File: config.mk
export PLATFORM = sky130hd
export DESIGN_NAME = sseg_scan_ctrl
export DESIGN_NICKNAME = d
export VERILOG_FILES = /design/src/rtl/sseg_scan_ctrl.sv
export SDC_FILE = /design/constraint.sdc
export NUM_CORES = 1
export LEC_CHECK = 0
export BUFFER_PORTS_ARGS = -buffer_cell sky130_fd_sc_hd__buf_4
export CAP_MARGIN = 20
export CORE_ASPECT_RATIO = 0.5
export CORE_MARGIN = 4
export CORE_UTILIZATION = 45
export DETAILED_ROUTE_END_ITERATION = 16
export GPL_TIMING_DRIVEN = 0
export PLACE_DENSITY = 0.68
export SYNTH_ARGS = -nofsm -noshare
export SYNTH_HDL_FRONTEND = slang
export SYNTH_SLANG_ARGS = --single-unit
export TNS_END_PERCENT = 10
File: constraint.sdc
create_clock -name i_clk -period 4.7 [get_ports i_clk]
set_clock_uncertainty 0.05 [all_clocks]
set_input_delay 0.94 -clock i_clk [delete_from_list [all_inputs] [get_ports i_clk]]
set_output_delay 0.94 -clock i_clk [all_outputs]
set_load 0.05 [all_outputs]
File: src/rtl/sseg_scan_ctrl.sv
// ============================================================================
// sseg_scan_ctrl : 4-digit multiplexed seven-segment scanner with guard
// blanking, PWM brightness, per-digit blink and a frame-synchronous update buffer.
// Revision: 1.0
// ============================================================================
`default_nettype none

module sseg_scan_ctrl #(
  parameter int CLK_DIV      = 50000,
  parameter int DEAD         = 4,
  parameter int BLINK_FRAMES = 64
) (
  input  logic            i_clk,
  input  logic            i_reset_n,
  input  logic [3:0][7:0] i_digits_n,
  input  logic            i_wr_valid,
  output logic            o_wr_ready,
  input  logic [3:0]      i_digit_en,
  input  logic [3:0]      i_bright,
  input  logic [3:0]      i_blink_en,
  output logic [3:0]      o_ldsel,
  output logic [7:0]      o_sseg_n,
  output logic            o_frame_tick
);

  localparam int            PW       = $clog2(CLK_DIV);
  localparam int            FW       = (BLINK_FRAMES > 1) ? $clog2(BLINK_FRAMES) : 1;
  localparam logic [PW-1:0] PRE_LAST = PW'(CLK_DIV - 1);
  localparam logic [FW-1:0] FRM_LAST = FW'(BLINK_FRAMES - 1);

  logic [PW-1:0]   presc_q, presc_d;
  logic [1:0]      idx_q, idx_d;
  logic [3:0]      pwm_q, pwm_d;
  logic [FW-1:0]   frm_q, frm_d;
  logic            blink_q, blink_d;
  logic [3:0][7:0] pend_q, pend_d;
  logic [3:0][7:0] act_q, act_d;
  logic            full_q, full_d;
  logic            ready_q, ready_d;
  logic [3:0]      ldsel_q, ldsel_d;
  logic [7:0]      sseg_q, sseg_d;
  logic            tick_q, tick_d;

  logic slot_end;
  logic frame_end;
  logic guard_ok;
  logic lit;

  assign slot_end  = (presc_q == PRE_LAST);
  assign frame_end = slot_end && (idx_q == 2'd3);

  generate
    if (DEAD == 0) begin : g_no_guard
      assign guard_ok = 1'b1;
    end else begin : g_guard
      localparam logic [PW-1:0] DEAD_V = PW'(DEAD);
      assign guard_ok = (presc_q >= DEAD_V);
    end
  endgenerate

  assign lit = guard_ok && i_digit_en[idx_q] && (pwm_q <= i_bright) &&
               (!i_blink_en[idx_q] || !blink_q);

  always_comb begin
    presc_d = slot_end ? '0 : presc_q + 1'b1;
    idx_d   = slot_end ? idx_q + 2'd1 : idx_q;
    pwm_d   = pwm_q + 4'd1;
    frm_d   = frm_q;
    blink_d = blink_q;
    pend_d  = pend_q;
    act_d   = act_q;
    full_d  = full_q;

    if (frame_end) begin
      if (frm_q == FRM_LAST) begin
        frm_d   = '0;
        blink_d = ~blink_q;
      end else begin
        frm_d = frm_q + 1'b1;
      end
    end

    // Promotion looks at the registered full flag, so a write landing on the
    // boundary cycle waits for the next boundary.
    if (frame_end && full_q) begin
      act_d  = pend_q;
      full_d = 1'b0;
    end
    if (i_wr_valid && !full_q) begin
      pend_d = i_digits_n;
      full_d = 1'b1;
    end

    ready_d = ~full_d;
    ldsel_d = lit ? (4'b0001 << idx_q) : 4'b0000;
    sseg_d  = lit ? act_q[idx_q] : 8'hFF;
    tick_d  = frame_end;
  end

  always_ff @(posedge i_clk or negedge i_reset_n) begin
    if (!i_reset_n) begin
      presc_q <= '0;
      idx_q   <= '0;
      pwm_q   <= '0;
      frm_q   <= '0;
      blink_q <= 1'b0;
      pend_q  <= {4{8'hFF}};
      act_q   <= {4{8'hFF}};
      full_q  <= 1'b0;
      ready_q <= 1'b1;
      ldsel_q <= 4'b0000;
      sseg_q  <= 8'hFF;
      tick_q  <= 1'b0;
    end else begin
      presc_q <= presc_d;
      idx_q   <= idx_d;
      pwm_q   <= pwm_d;
      frm_q   <= frm_d;
      blink_q <= blink_d;
      pend_q  <= pend_d;
      act_q   <= act_d;
      full_q  <= full_d;
      ready_q <= ready_d;
      ldsel_q <= ldsel_d;
      sseg_q  <= sseg_d;
      tick_q  <= tick_d;
    end
  end

  assign o_wr_ready   = ready_q;
  assign o_ldsel      = ldsel_q;
  assign o_sseg_n     = sseg_q;
  assign o_frame_tick = tick_q;

endmodule

`default_nettype wire

==> results.toml <==
[finish]
final_common_cell = "dfstp_2"
antenna_cells = 0
final_util_pct = 55.7
drive_above_1_share_pct = 59.3
fill_cells = 828
ff_latch_area_mm2 = 0.00279
area_delta_synth_final_pct = 19.9
most-common-layout-cells = "dfstp_2 (73), mux2_2 (64), buf_4 (60), dfrtp_1 (35), nor2_1 (14)"
fin_cells = 543
nets = 457
multi_input_area_mm2 = 0.00186
fin_area_mm2 = 0.00571

[clock_network]
cts_sinks = 108
cts-root-buf = "clkbuf_16"
cts-buffers-inserted = 9
clk_path_buf_depth = 2
cts_resized = 0
postCtsSetupBuffers = 0
cts_hold_buffers = 0
clk_pin_slew_ns = 0.07
cts_max_level = 3
clk_latency_ns = 0.34
cts_tree = "yes"

[setup_path]
crit_type = "flip-flop to flip-flop"
r2r-end = "o_ldsel[1]"
reg2reg_depth = 5
crit_fanout = 10
reg2reg_slack_ns = 2.25
worstSetupStartpointType = "flip-flop"
crit_required_ns = 4.92
reg2reg_from = "idx_q[1]"
end_kind = "flip-flop"
arrival_ns = 2.67

[synth]
synth_top_area_share_pct = 40.3
synth_largest_area_cell = "dfstp_2"
ys_ff_latch = 108
synth_top_flop_cell = "dfstp_2"
syn_area_mm2 = 0.00476
synthTopCellsByArea = "dfstp_2 (40%), dfrtp_1 (18%), mux2_2 (15%), mux4_2 (4.7%), ha_1 (3.2%)"
yosys_warnings = 0
async_flop_share_pct = 100
synth_nets = 385
synth_edf_count = 0
avgSynthCellArea_um2 = 14.6
ys_types = 42
ys_seq_area_share_pct = 58.7
syn_inst = 326

[min_path]
hp-class = "flip-flop to flip-flop"
whs_endpoint = "frm_q[4]"
hp-start = "frm_q[4]"
holdPathStages = 1

[grt]
antenna_found_initial = 0
grt_pass1_vias = 2978
grt_start_max_net_pins = 79
grt_use_total_pct = 15.0
grt_overflow_total = 0
grt_pass1_wl_mm = 14.7

[floorplan]
die-area_mm2 = 0.0124
die_w_um = 153
core_area_mm2 = 0.0102
die_h_um = 80.7
start_util_pct = 46.4
rows = 26
io-pin-count = 61

[placed_design]
dp_hpwl_mm = 6.45
placed_cells = 527
gp_congestion = 0.819
dpl-instance-area_mm2 = 0.00541
portBuffers = 60

[timing]
finalHoldViolCount = 0
tightest_slew_ns = 0.737
period_share_pct = 52.1
drv_slew = 0
setup_tns_ns = 0
max_freq_mhz = 408
relSlewSlack_pct = 50.6
grt_setup_unrepaired = "false"
setup_viol = 0
layout_min_cycle_time_ns = 2.45

[drt]
dr.pass1.iters = 4
routedWlPerCell_um = 16.5
routed_wl_mm = 8.98
drc = 0
vias_per_cell = 5.12
via_count = 2779
drt_iter0_markers = 103
ant_nets = 0

[pwr]
power.total_mw = 1.88
swShare_pct = 22.1
p_sw_mw = 0.414
p_clk_share_pct = 39.1
power_density_mw_per_mm2 = 329
p_comb_share_pct = 6.5
vdd_ir_drop_max_v = 0.000234
sequentialPowerShare_pct = 54.4
power.internal_mw = 1.46
p_leak_nw = 2.47

[status]
status = "finished, final reports clean"

[job]
maxCapViolCount = 0
state kept, by name, summed over array words and instances (netlist names):
name / count
o_sseg_n: 8
act_q: 32
o_frame_tick: 1
idx_q: 2
o_ldsel: 4
pwm_q: 4
blink_q: 1
presc_q: 16
full_q: 1
pend_q: 32
frm_q: 6
o_wr_ready: 1
worst max path at each step:
stage,start,end,slack [ns],depth (start not counted)
after floorplan,i_bright[2],o_ldsel[1],2.47,7
after global placement,i_bright[2],o_ldsel[1],2.05,8
after detailed placement,i_bright[2],o_ldsel[1],2.00,8
after CTS,idx_q[0],o_ldsel[1],2.23,5
after global routing,idx_q[0],o_ldsel[1],2.11,5
final,idx_q[1],o_ldsel[1],2.25,5
power by group through the flow:
stage / clock, mW / sequential, mW / combinational (mW)
floorplan: 0 / 1.05 / 0.0416
global placement: 0 / 1.03 / 0.117
detailed placement: 0 / 1.04 / 0.125
CTS: 0.756 / 1.02 / 0.125
global route: 0.792 / 1.03 / 0.134
finish: 0.734 / 1.02 / 0.122
final cells by class:
type,count,area share [%]
Clock buffer,11,4.45
Inverter,10,0.658
Timing Repair Buffer,61,8.38
Clock inverter,5,0.724
Buffer,11,1.14
Tap cell,140,3.07
Sequential cell,108,49.0
Multi-Input combinational cell,197,32.6
synthesized netlist by cell type (all sizes together), types with 5 or more instances:
master and number:
buf 7, nor3 6, xnor2 9, mux2 66, dfrtp 35, nand2 5, dfstp 73, ha 12
nand4 9, inv 10, nor2 16, nand3 11, nand3b 8, xor2 9, mux4 10
cells by family after synthesis:
| logic type | Yosys count | synth area share, % |
|---|---|---|
| flops | 108 | 58.7 |
| fa+ha+maj | 12 | 3.16 |
| mux | 76 | 20.4 |
| simple gates | 74 | 9.92 |
| compound gates | 17 | 2.37 |
| xor+xnor | 18 | 3.31 |
| buf+inv | 21 | 2.16 |
per-layer routing:
layer / vias to the layer above / part of all wire (%) / track usage [%]
met2: 41 / 53 / 27.5
li1: 1316 / - / -
met1: 1416 / 43 / 18.0
met5: - / 0 / 0
met4: 0 / 0.78 / 3.35
met3: 6 / 3.2 / 4.20
through the flow:
stage | hold slack (ns) | setup WS, ns
6_report | 0.428 | 2.25
5_1_grt | 0.453 | 2.11
4_1_cts | 0.429 | 2.23
3_5_place_dp | 0.413 | 2.00
3_3_place_gp | 0.403 | 2.05
2_1_floorplan | 0.390 | 2.47
critical path, cell delays in order (launching register included):
cell      delay (ns)
dfrtp_1         0.40
clkbuf_1        0.56
mux4_2          0.41
a32oi_1         0.26
clkbuf_1        0.46
and3_1          0.24
No activity file was read; power rests on OpenSTA's default activity.
